## src/rtl/clkdivs_prog.sv

```systemverilog
`default_nettype none
// ============================================================================
//  Module      : clkdivs_prog
//  Description : Runtime-programmable clock divider. Produces a registered
//                divided clock CLKOUT and a TICK strobe. The divisor reloads
//                through DIV_LD/DIV_ACK and only switches at a period boundary.
//                Define CLKDIVS_ODD_EN to allow odd divisors (low phase longer).
//  Revision    : 1.0 - initial release
// ============================================================================
module clkdivs_prog #(
    parameter int W       = 16,
    parameter int DEF_DIV = 16
) (
    input  logic         CLKIN,
    input  logic         ACLR_L,
    input  logic         EN,
    input  logic         DIV_LD,
    input  logic [W-1:0] DIV_IN,
    output logic         DIV_ACK,
    output logic         DIV_ERR,
    output logic         BUSY,
    output logic         CLKOUT,
    output logic         TICK
);

`ifdef CLKDIVS_ODD_EN
    localparam logic [W-1:0] c_def_div = W'(DEF_DIV);
`else
    localparam logic [W-1:0] c_def_div = W'(DEF_DIV) & ~W'(1);
`endif

    logic [W-1:0] r_d_act;
    logic [W-1:0] r_d_pend;
    logic         r_pend;
    logic [W-1:0] r_cnt;
    logic         r_clkout;
    logic         r_tick;
    logic         r_ack;
    logic         r_err;

    logic [W-1:0] w_din;
    logic         w_din_ok;
    logic [W-1:0] w_lm1;
    logic         w_wrap;
    logic         w_rise;
    logic         w_apply;

`ifdef CLKDIVS_ODD_EN
    assign w_din = DIV_IN;
`else
    assign w_din = {DIV_IN[W-1:1], 1'b0};
`endif

    assign w_din_ok = (DIV_IN >= W'(2));

    // Last low-phase count: L-1 with L = ceil(D/2), so odd divisors stay low longer
    assign w_lm1   = (r_d_act >> 1) - {{(W-1){1'b0}}, ~r_d_act[0]};
    assign w_wrap  = (r_cnt == r_d_act - 1'b1);
    assign w_rise  = (r_cnt == w_lm1);
    assign w_apply = r_pend && (!EN || w_wrap);

    always_ff @(posedge CLKIN or negedge ACLR_L) begin
        if (!ACLR_L) begin
            r_d_act  <= c_def_div;
            r_d_pend <= c_def_div;
            r_pend   <= 1'b0;
            r_cnt    <= '0;
            r_clkout <= 1'b0;
            r_tick   <= 1'b0;
            r_ack    <= 1'b0;
            r_err    <= 1'b0;
        end else begin
            r_tick <= 1'b0;
            r_ack  <= 1'b0;
            r_err  <= DIV_LD && !w_din_ok;

            if (EN) begin
                if (w_wrap) begin
                    r_cnt    <= '0;
                    r_clkout <= 1'b0;
                end else begin
                    r_cnt <= r_cnt + 1'b1;
                end
                if (w_rise) begin
                    r_clkout <= 1'b1;
                    r_tick   <= 1'b1;
                end
            end

            // While frozen there is no boundary to wait for, so restart the period
            if (w_apply) begin
                r_d_act <= r_d_pend;
                r_ack   <= 1'b1;
                if (!EN) begin
                    r_cnt    <= '0;
                    r_clkout <= 1'b0;
                end
            end

            if (DIV_LD && w_din_ok) begin
                r_d_pend <= w_din;
                r_pend   <= 1'b1;
            end else if (w_apply) begin
                r_pend <= 1'b0;
            end
        end
    end

    assign DIV_ACK = r_ack;
    assign DIV_ERR = r_err;
    assign BUSY    = r_pend;
    assign CLKOUT  = r_clkout;
    assign TICK    = r_tick;

endmodule
`default_nettype wire

```

## config.mk

```make
export PLATFORM = sky130hd
export DESIGN_NAME = clkdivs_prog
export DESIGN_NICKNAME = d
export VERILOG_FILES = /design/src/rtl/clkdivs_prog.sv
export SDC_FILE = /design/constraint.sdc
export NUM_CORES = 1
export LEC_CHECK = 0
export CORE_ASPECT_RATIO = 0.75
export CORE_UTILIZATION = 56
export CTS_CLUSTER_DIAMETER = 150
export DETAILED_ROUTE_END_ITERATION = 16
export HOLD_SLACK_MARGIN = 0.12
export PLACE_DENSITY = 0.77
export SYNTH_ARGS = -nofsm -noshare
export SYNTH_HDL_FRONTEND = slang
export SYNTH_SLANG_ARGS = --single-unit
```

## constraint.sdc

```tcl
create_clock -name CLKIN -period 5.5 [get_ports CLKIN]
set_input_delay 1.1 -clock CLKIN [delete_from_list [all_inputs] [get_ports CLKIN]]
set_output_delay 1.1 -clock CLKIN [all_outputs]
set_load 0.005 [all_outputs]
```

==> run summary <==
The initial antenna violation count is 0. The run finished with clean final reports. For this run, the register share of the synthesized area comes to 39.0%. The final routed wire length divided by cell count is 16.6 µm.

Hold repair after CTS inserted 0 buffers. Clock period minus worst slack: 3.69 ns. The tools report the synthesized cell area as 3280 µm².

Global routing used 24.9% of the available tracks. The root buffer cell is sky130_fd_sc_hd__clkbuf_8. Wire length on met2: 3000 µm. The floorplan step defined a core boundary enclosing 5500 µm². The logs give 351 for the total nets after synthesis and 2 for the number of levels the H-tree was split into.

TritonCTS created 5 clock buffers. After synthesis the netlist holds a flip-flop and latch count of 51. The total inserted antenna cells was 0; the maximum clock path buffer count was 2. The floorplan step defined a die boundary enclosing 6160 µm².

For the pin with the worst max-slew slack, the measured transition is 1.10 ns. Number of global-route vias before repair: 2,315. Routability-driven placement finished with a final weighted congestion of 0.914. Pin count of the biggest net entering global routing: 52. Clock-pin slew was measured on the worst setup and hold paths at 0.09 ns.

The cell depth of the worst hold path works out to 1. In this run the remaining antenna-violating nets after routing total 0. Max-cap violations in this run came to 0. Timing would allow up to 271 MHz. The run gives 182 as the number of DRC markers in iteration 0.

The logs give 396 µm for the amount of wire on met3 after detailed routing and 0 for the number of remaining DRC errors. The number of flops mapped to enable cells by yosys was 0. In this run, distinct cell masters in the synthesized netlist total 59. The initial utilization of the core area, before any placement, comes to 59.6%.

Among all stages on the critical path, the largest delay is contributed by sky130_fd_sc_hd__a21o_1. The height of the die works out to 68.2 µm. On the final layout, the worst clock skew is 0.00277 ns. In the routed layout, each cell is associated on average with a via count of 5.94. The footprint of the multi-input gates was 1820 µm²; the number of placed I/O pins was 25. The detailed placer's ending HPWL is 4990 µm, and the number of sinks on the clock net is 51.

For the first-pass iteration count of the detailed router, the log shows 5. The number of endpoints with negative hold slack in the final report is 0, and the arrival time reported for the critical path endpoint is 3.88 ns. Walking the worst path, the cells encountered are nor3_2 -> nand4_1 -> xnor2_1 -> nand4_1 -> nor4b_2 -> a21o_1 -> mux2_2. Measured against its own limit, the worst slew margin works out to 26.9%. Summing all placed instances gives a cell area of 3450 µm². The min-delay analysis places its worst path in the category reg2reg. Before CTS, the worst setup slack after placement is 1.87 ns. Post-CTS timing repair inserted 0 buffers for setup. The total via count after detailed routing was 2,413.

The final setup TNS is 0 ns, and the post-route cell area is 3540 µm². The start-to-end type of the worst setup path is reg2reg. STA classifies the critical path endpoint as a register. Setup repair after global routing left no endpoint under its margin. The area of all sequential standard cells is 1280 µm².

Of the cells placed in the final design, the portion with a size suffix greater than 1 is 15.7%. The worst stage delay on the critical path was 0.69 ns; the part of the cycle the worst path needs was 67.0%. The die is 90.3 µm wide. TritonCTS built the clock tree. Library cell appearing most often on the critical path: sky130_fd_sc_hd__nand4_1.

The floorplan has 23 rows. Across all setup checks in the final design, the least slack found is 1.81 ns. The met1 wire length was 3320 µm. The kind of start point of the critical path was a register.

The first global-routing pass estimated 11,800 µm of wire. The dominant register cell in the synthesized netlist is sky130_fd_sc_hd__dfrtp_1. In this run, post-CTS repair resized a total of 0 instances. Cell leakage power: 0.00144 µW. After technology mapping, the gate count stands at 329.

Signed area change from the synthesized netlist to the final layout: 8.06%. The worst-case IR drop observed on VDD is 0.000170 V. Highest routing layer actually used: met4. The average cell area after synthesis was 9.96 µm². The final-report max-slew violation count was 0.

The count of filler cells inserted in the layout came out at 445. During synthesis, Yosys emitted a total of 0 warnings. For the critical path required time, the log shows 5.70 ns. For this design the ratio of total power to cell area is 274 nW/µm². In this run the worst path has a maximum fanout of 16. After the last flow step, the layout net total stands at 352. Setup violations remaining at the end of the flow were counted as 0. The async set or reset register ratio after synthesis is 100%, and the leftover overflow at the end of global routing is 0. Clock latency on the worst-skew pair, taken at its later pin, is 0.31 ns.

Measured in cells, the most critical reg-to-reg path has a length of 7. The count of buffers inserted at the top-level ports is 23, and the total length of routed wires is 6760 µm.
-- where the power goes --
group	switching, µW	internal (µW)	total [µW]
Clock	131	92.2	224
Sequential	73.8	413	487
Combinational	128	132	260
-- flip-flops by register name, summed over array words and instances, names as in the netlist --
register	flops
BUSY	1
CLKOUT	1
DIV_ACK	1
DIV_ERR	1
TICK	1
r_cnt	16
r_d_act	15
r_d_pend	15
-- logic make-up after synthesis --
group	Yosys count	share of synthesized area (%)
flops	51	39.0
xor+xnor	47	12.6
simple gates	115	20.0
buf+inv	37	5.39
mux	38	13.9
fa+ha+maj	2	0.764
compound gates	39	8.33
-- synth_stat cells, drive strengths merged, types with 3 or more instances --
| library cell | number | area (µm²) |
|---|---|---|
| mux2 | 33 | 405 |
| and3 | 6 | 37.5 |
| mux2i | 5 | 50.1 |
| nor2 | 33 | 124 |
| buf | 7 | 63.8 |
| dfrtp | 49 | 1230 |
| nor3 | 10 | 55.1 |
| a31oi | 4 | 25.0 |
| xor2 | 27 | 236 |
| o31ai | 4 | 30.0 |
| nor2b | 3 | 18.8 |
| nand2b | 4 | 25.0 |
| or4 | 3 | 22.5 |
| nor4 | 9 | 77.6 |
| clkbuf | 22 | 82.6 |
| or3 | 3 | 23.8 |
| xnor2 | 20 | 175 |
| nand3 | 6 | 30.0 |
| inv | 8 | 30.0 |
| a21oi | 4 | 20.0 |
| a211oi | 3 | 22.5 |
| o21ai | 6 | 30.0 |
| nand2 | 14 | 52.6 |
| nor4b | 4 | 41.3 |
| nand4 | 11 | 68.8 |
-- cell usage in the layout (no fill, tap or decap), types with 5 or more instances in the layout --
master	synthesis	routed
sky130_fd_sc_hd__and3_1	6	6
sky130_fd_sc_hd__clkbuf_8	0	5
sky130_fd_sc_hd__clkdlybuf4s50_1	0	22
sky130_fd_sc_hd__dfrtp_1	49	49
sky130_fd_sc_hd__inv_1	8	8
sky130_fd_sc_hd__mux2_2	24	24
sky130_fd_sc_hd__mux2_4	9	9
sky130_fd_sc_hd__mux2i_1	5	5
sky130_fd_sc_hd__nand2_1	14	14
sky130_fd_sc_hd__nand3_1	6	6
sky130_fd_sc_hd__nand4_1	11	11
sky130_fd_sc_hd__nor2_1	33	33
sky130_fd_sc_hd__nor3_1	9	9
sky130_fd_sc_hd__nor4_1	7	7
sky130_fd_sc_hd__o21ai_0	6	6
sky130_fd_sc_hd__xnor2_1	20	20
sky130_fd_sc_hd__xor2_1	27	27
-- through the flow --
step	std cells	total power (µW)	hold WS, ns	utilization (%)
floorplan	329	682	0.475	-
global placement	398	737	0.483	62.7
detailed placement	398	747	0.492	62.7
CTS	406	971	0.514	64.4
global route	406	1030	0.532	64.4
finish	406	971	0.511	64.4
-- worst max-delay path: cells and delay by family, from the launching register on --
kind             cells  cell delay [ns]
AO/OA/AOI/OAI        1             0.69
XOR/XNOR             1             0.44
flip-flops           1             0.54
multiplexers         1             0.42
AND/OR/NAND/NOR      4             1.48
-- cell type report --
cell class | count | area share, %
Tap cell | 75 | 2.65
Clock buffer | 5 | 1.94
Inverter | 8 | 0.848
Sequential cell | 51 | 36.1
Timing Repair Buffer | 23 | 6.36
Clock inverter | 3 | 0.636
Multi-Input combinational cell | 241 | 51.4
-- layer usage --
layer  GRT usage [%]  up-vias
met3            4.67        5
met2            40.0       75
met4            6.65        0
met1            35.1     1178
met5               0        -
li1                -     1155
-- path summary, 6_finish.rpt --
check	from	end	slack, ns
max reg2reg	r_d_act[3]	r_d_act[2]	1.81
min	r_d_pend[2]	r_d_pend[2]	0.51
max in group asynchronous	ACLR_L	r_cnt[9]	3.84
max	r_d_act[3]	r_d_act[2]	1.81
min in group asynchronous	ACLR_L	r_d_pend[2]	0.99
min reg2reg	r_d_pend[2]	r_d_pend[2]	0.51
Power figures use the tool's default switching activity.
